--- config.mk ---
export PLATFORM = sky130hd
export DESIGN_NAME = conv_encoder
export DESIGN_NICKNAME = d
export VERILOG_FILES = /design/src/rtl/viterbi_pkg.sv /design/src/rtl/conv_encoder.sv
export SDC_FILE = /design/constraint.sdc
export NUM_CORES = 1
export LEC_CHECK = 0
export BUFFER_PORTS_ARGS = -buffer_cell sky130_fd_sc_hd__buf_4
export CAP_MARGIN = 40
export CORE_AREA = 2 2 39 41
export CTS_BUF_LIST = sky130_fd_sc_hd__clkbuf_4 sky130_fd_sc_hd__clkbuf_8 sky130_fd_sc_hd__clkbuf_16
export DETAILED_ROUTE_END_ITERATION = 10
export DIE_AREA = 0 0 41 43
export GPL_TIMING_DRIVEN = 0
export PLACE_DENSITY = 0.52
export RECOVER_POWER = 100
export SYNTH_ARGS = -nofsm -noshare
export SYNTH_HDL_FRONTEND = slang
export SYNTH_SLANG_ARGS = --single-unit
--- constraint.sdc ---
create_clock -name clk -period 2.28 [get_ports clk]
set_input_delay 0.456 -clock clk [delete_from_list [all_inputs] [get_ports clk]]
set_output_delay 0.456 -clock clk [all_outputs]
set_load 0.02 [all_outputs]
--- src/rtl/viterbi_pkg.sv ---
// Shared convolutional-code definitions: default generators, encoder FSM states
// and the generator/parity helper used by both the encoder and the decoder.
package viterbi_pkg;

    localparam int unsigned K_DEF  = 3;
    localparam int unsigned K_MAX  = 32;

    localparam logic [K_DEF-1:0] G0_DEF = 3'b111;
    localparam logic [K_DEF-1:0] G1_DEF = 3'b101;

    typedef enum logic {
        DATA = 1'b0,
        TAIL = 1'b1
    } enc_state_t;

    // Parity of the register taps selected by generator g.
    function automatic logic parity(input logic [K_MAX-1:0] g, input logic [K_MAX-1:0] v);
        return ^(g & v);
    endfunction

endpackage

--- src/rtl/conv_encoder.sv ---
// Rate-1/2 feed-forward convolutional encoder with optional zero-tail
// termination and a single valid/ready output register stage.
module conv_encoder
    import viterbi_pkg::*;
#(
    parameter int unsigned  K         = K_DEF,
    parameter logic [K-1:0] G0        = G0_DEF,
    parameter logic [K-1:0] G1        = G1_DEF,
    parameter bit           TERMINATE = 1'b1
) (
    input  logic       clk,
    input  logic       rst,
    input  logic       enable,
    input  logic       in_valid,
    output logic       in_ready,
    input  logic       in_bit,
    input  logic       in_last,
    output logic       out_valid,
    input  logic       out_ready,
    output logic [1:0] out_sym,
    output logic       out_last
);

    localparam int unsigned MW  = K - 1;
    localparam int unsigned TCW = (K > 1) ? $clog2(K) : 1;
    localparam logic [TCW-1:0] TAIL_LAST = TCW'(K - 2);

    enc_state_t     state;
    enc_state_t     state_nxt;
    logic [MW-1:0]  sr;
    logic [MW-1:0]  sr_nxt;
    logic [TCW-1:0] tail_cnt;
    logic [TCW-1:0] tail_cnt_nxt;

    logic           slot_free;
    logic           accept;
    logic           tail_load;
    logic           tail_done;
    logic           load;
    logic           u;
    logic [K-1:0]   v;
    logic [1:0]     sym_nxt;
    logic           last_nxt;

    // State register
    always_ff @(posedge clk or posedge rst) begin
        if (rst) begin
            state <= DATA;
        end else begin
            state <= state_nxt;
        end
    end

    // Next-state logic
    always_comb begin
        state_nxt = state;
        case (state)
            DATA: if (accept && in_last && TERMINATE) state_nxt = TAIL;
            TAIL: if (tail_done)                      state_nxt = DATA;
            default:                                  state_nxt = DATA;
        endcase
    end

    // FSM outputs: handshake and load qualifiers
    always_comb begin
        slot_free = 1'b0;
        in_ready  = 1'b0;
        accept    = 1'b0;
        tail_load = 1'b0;
        tail_done = 1'b0;

        slot_free = !out_valid || out_ready;
        in_ready  = enable && (state == DATA) && slot_free;
        accept    = in_valid && in_ready;
        tail_load = enable && (state == TAIL) && slot_free;
        tail_done = tail_load && (tail_cnt == TAIL_LAST);
    end

    // Encoder datapath: tap vector, parities, shift-register and tail-counter updates
    always_comb begin
        load         = accept || tail_load;
        u            = accept ? in_bit : 1'b0;
        v            = '0;
        sr_nxt       = sr;
        tail_cnt_nxt = tail_cnt;
        last_nxt     = 1'b0;

        v[K-1] = u;
        for (int i = 0; i < int'(MW); i++) begin
            v[K-2-i] = sr[i];
        end

        sym_nxt = {parity(K_MAX'(G0), K_MAX'(v)), parity(K_MAX'(G1), K_MAX'(v))};

        if (TERMINATE) begin
            last_nxt = tail_done;
        end else begin
            last_nxt = accept && in_last;
        end

        if (load) begin
            sr_nxt[0] = u;
            for (int i = 1; i < int'(MW); i++) begin
                sr_nxt[i] = sr[i-1];
            end
        end
        // Unterminated frames still start the next frame from the zero state
        if (!TERMINATE && accept && in_last) begin
            sr_nxt = '0;
        end

        if (state == TAIL) begin
            if (tail_done) begin
                tail_cnt_nxt = '0;
            end else if (tail_load) begin
                tail_cnt_nxt = tail_cnt + TCW'(1);
            end
        end else begin
            tail_cnt_nxt = '0;
        end
    end

    // Shift register, tail counter and output register stage
    always_ff @(posedge clk or posedge rst) begin
        if (rst) begin
            sr        <= '0;
            tail_cnt  <= '0;
            out_valid <= 1'b0;
            out_sym   <= 2'b00;
            out_last  <= 1'b0;
        end else begin
            sr       <= sr_nxt;
            tail_cnt <= tail_cnt_nxt;
            if (load) begin
                out_valid <= 1'b1;
                out_sym   <= sym_nxt;
                out_last  <= last_nxt;
            end else if (out_ready) begin
                out_valid <= 1'b0;
            end
        end
    end

endmodule

==> summary.md <==
| Metric | Value |
|---|---|
| Setup Skew | `0.00333 ns` |
| Clk sinks | `9` |
| Worst-margin pin slew | `approximately 0.40 ns` |
| DP Cell Count | `between 60 and 70` |
| R2r endpoint | `sr[1]` |
| Number of max-cap violations | `0` |
| Initial DRC count | `13` |
| Post-synth EDFFs | `0` |
| Final cycle utilization of the critical path | `between 70 and 80%` |
| Die Wd | `41 um` |
| Reg area | `about 230 um2` |
| CP Class | `reg2out` |
| Min Tclk post-route | `1.69 ns` |
| Post-synth ARST share | `100%` |
| Non-filler instance count after layout | `72` |
| F_max | `0.591 GHz` |
| Bufs and invs on worst path | `2` |
| Fin. Hold Viols | `0` |
| Ranking of synthesized cells by area | `dfrtp_1, xnor2_1, nand2_1` |
| Layout fillers | `roughly 150` |
| Lkg Pwr | `0.250 nW` |
| Setup TNS Final | `0 ns` |
| Max-slew headroom | `approximately three quarters` |
| Total global-route track usage | `12.1%` |
| CTS resizes | `0` |
| CTS Hold Bufs | `0` |
| Root Buffer | `clkbuf_4` |
| Starting Density | `roughly 31%` |
| Warnings from Yosys | `0` |
| Nets | `64` |
| Core Area | `0.00138 mm2` |
| Largest net degree at the start of global routing | `11` |
| Pwr dens | `between 1000 and 1500 mW/mm2` |
| Launch point of the worst path | `state` |
| First-pass GRT wire length | `between 1000 and 1500 um` |
| Io pins | `12` |
| Pwr Total | `around 620 uW` |
| Syn Nets | `48` |
| Die area | `about 0.0018 mm2` |
| Mapped Cells | `41` |
| CP top delay family | `buffers and inverters` |
| Status | `completed` |
| Area occupied by multi-input gates | `183 um2` |
| Reg2reg path depth | `4` |
| Crit-path max cell delay | `approximately 0.38 ns` |
| CP max-delay cell | `dfrtp_1` |
| Critical Path Sink Type | `primary output` |
| FF+latch count, synth | `9` |
| Cts bufs inserted | `3` |
| Most frequent cell after synthesis | `dfrtp_1` |
| Worst hold path class | `in2async` |
| Antenna Violating Nets Remaining | `0` |
| Startpoint types | `flip-flop` |
| Initial antenna violation count | `0` |
| Cell taking the most area after synthesis | `dfrtp_1` |
| CP most frequent cell | `clkbuf_1` |
| Post-synthesis sequential area ratio | `52.3%` |
| Hold_ws | `0.154 ns` |
| DRC errors left | `0` |
| Max FO, Critical Path | `10` |
| Layout Area Growth over Synthesis | `23.8%` |
| Critical path, cell by cell | `clkbuf_1 -> nor2_1 -> clkbuf_1` |
| GRT overflow | `0` |
| WP data required | `between 1.5 and 2 ns` |
| CTS tree | `built` |
| R2R Setup Slk | `~0.9 ns` |
| Drt wl/cell | `~11 um` |
| Crit path arrival time | `roughly 1.2 ns` |
| Share of layout cells above drive strength 1 | `between 20% and 30%` |
| Maximum vdd ir drop | `roughly 370 uV` |
| Via-per-instance ratio | `approximately 4.8` |
| DR vias | `344` |
| IO buf count | `11` |
| Vert. Die Dim | `roughly 43 um` |
| # rows | `14` |
| RD Place Congestion | `between 0.6 and 0.7` |
| Clock-pin slew on the worst setup and hold paths | `around 0.06 ns` |
| Worst path depth | `3` |
| Reg2reg start | `out_valid` |
| Inserted Diodes | `0` |
| Maximum level of the CTS H-tree | `1` |
| # Post-CTS Setup Buffers | `0` |
| Primary FF master, synth | `dfrtp_1` |
| Vias in the first global route | `328` |
| HPWL after DPL | `590 um` |
| Mapped cell area | `430 um2` |
| Commonest cells in the netlist | `dfrtp_1, nand2_1, nor2_1` |
| WL final | `815 um` |
| Clock latency on the worst-skew pair | `approximately 0.26 ns` |
| Router iterations before antenna repair | `5` |
| Post-synth cell types | `24` |
| Util after Layout | `between 30% and 40%` |
| Clock Path Buffers | `2` |
| Final setup viols | `0` |
| Slew Limit Fails | `0` |
| Worst Setup EP | `in_ready` |
| Top-area cell type share of the netlist area | `between 50 and 60%` |
| RSZ-0062 raised after global routing | `no` |
| Syn avg cell area | `between 10 and 15 um2` |
## logic make-up (layout without fill, tap and decap cells)
kind of cell | Yosys count | after routing | synth area share, %
and+or+nand+nor | 14 | 14 | 17.4
DFF | 9 | 9 | 52.3
xor gates and xnor gates | 2 | 2 | 4.07
buffers and inverters | 3 | 18 | 2.91
muxes | 2 | 2 | 4.94
AOI/OAI and AO/OA | 11 | 11 | 18.3
## worst min path at each step
stage	to	cells after the start
6_report	tail_cnt[0]	2
2_1_floorplan	out_last	1
5_1_grt	out_valid	2
3_5_place_dp	out_last	2
4_1_cts	out_last	2
3_3_place_gp	tail_cnt[1]	2
## sequential cells by signal, summed over array words and instances, names as in the netlist
register   cells
out_last       1
out_sym        2
out_valid      1
sr             2
state          1
tail_cnt       2
## cells in the final DEF, fill, tap and decap left out
master     Yosys  final
nand3_1        1      1
nor2_1         4      4
xnor2_1        2      2
nand2_1        4      4
dfrtp_1        9      9
nand2b_2       0      1
a22o_1         1      1
o22ai_1        1      1
o21ai_0        1      2
clkbuf_1       0      6
inv_1          2      2
mux2i_1        1      1
buf_4          0      5
a31oi_1        1      1
o22a_1         1      1
and3_1         1      1
and2_0         0      2
a22oi_1        1      1
nand2b_1       1      1
mux2_2         1      1
a2bb2oi_1      1      1
clkbuf_4       0      5
o2bb2ai_1      1      1
a21oi_1        2      2
## worst reg2reg max path, stage by stage (launching register included)
cell	delay, ns
dfrtp_1	0.39
nand2b_2	0.10
and2_0	0.25
o21ai_0	0.22
mux2_2	0.32
## layer usage
layer,part of all wire (%),wire length (um),GRT usage (%),up-vias
met5,0,0,0,-
met4,0.86,7,10.0,0
met3,6.6,54,1.57,2
met2,40,324,14.7,9
met1,53,428,18.2,161
li1,-,-,-,172
## cell type report
type,instances,share of cell area [%]
multi-input cells,29,34.3
clock buffers,4,5.63
plain buffers,1,0.704
repair buffers,11,12.0
well taps,16,3.76
flip-flops and latches,9,42.3
inverters,2,1.41
## power by group
group | internal [mW] | switching [mW]
clock | 0.0793 | 0.0554
sequential | 0.213 | 0.0325
combinational | 0.103 | 0.138
total | 0.396 | 0.226
## through the flow
step / area, um2 / worst slack, ns
after floorplan: 430 / 0.856
after global placement: 533 / 0.771
after detailed placement: 533 / 0.766
after CTS: 563 / 0.672
after global routing: 533 / 0.463
final: 533 / 0.588
Power figures use the tool's default switching activity.
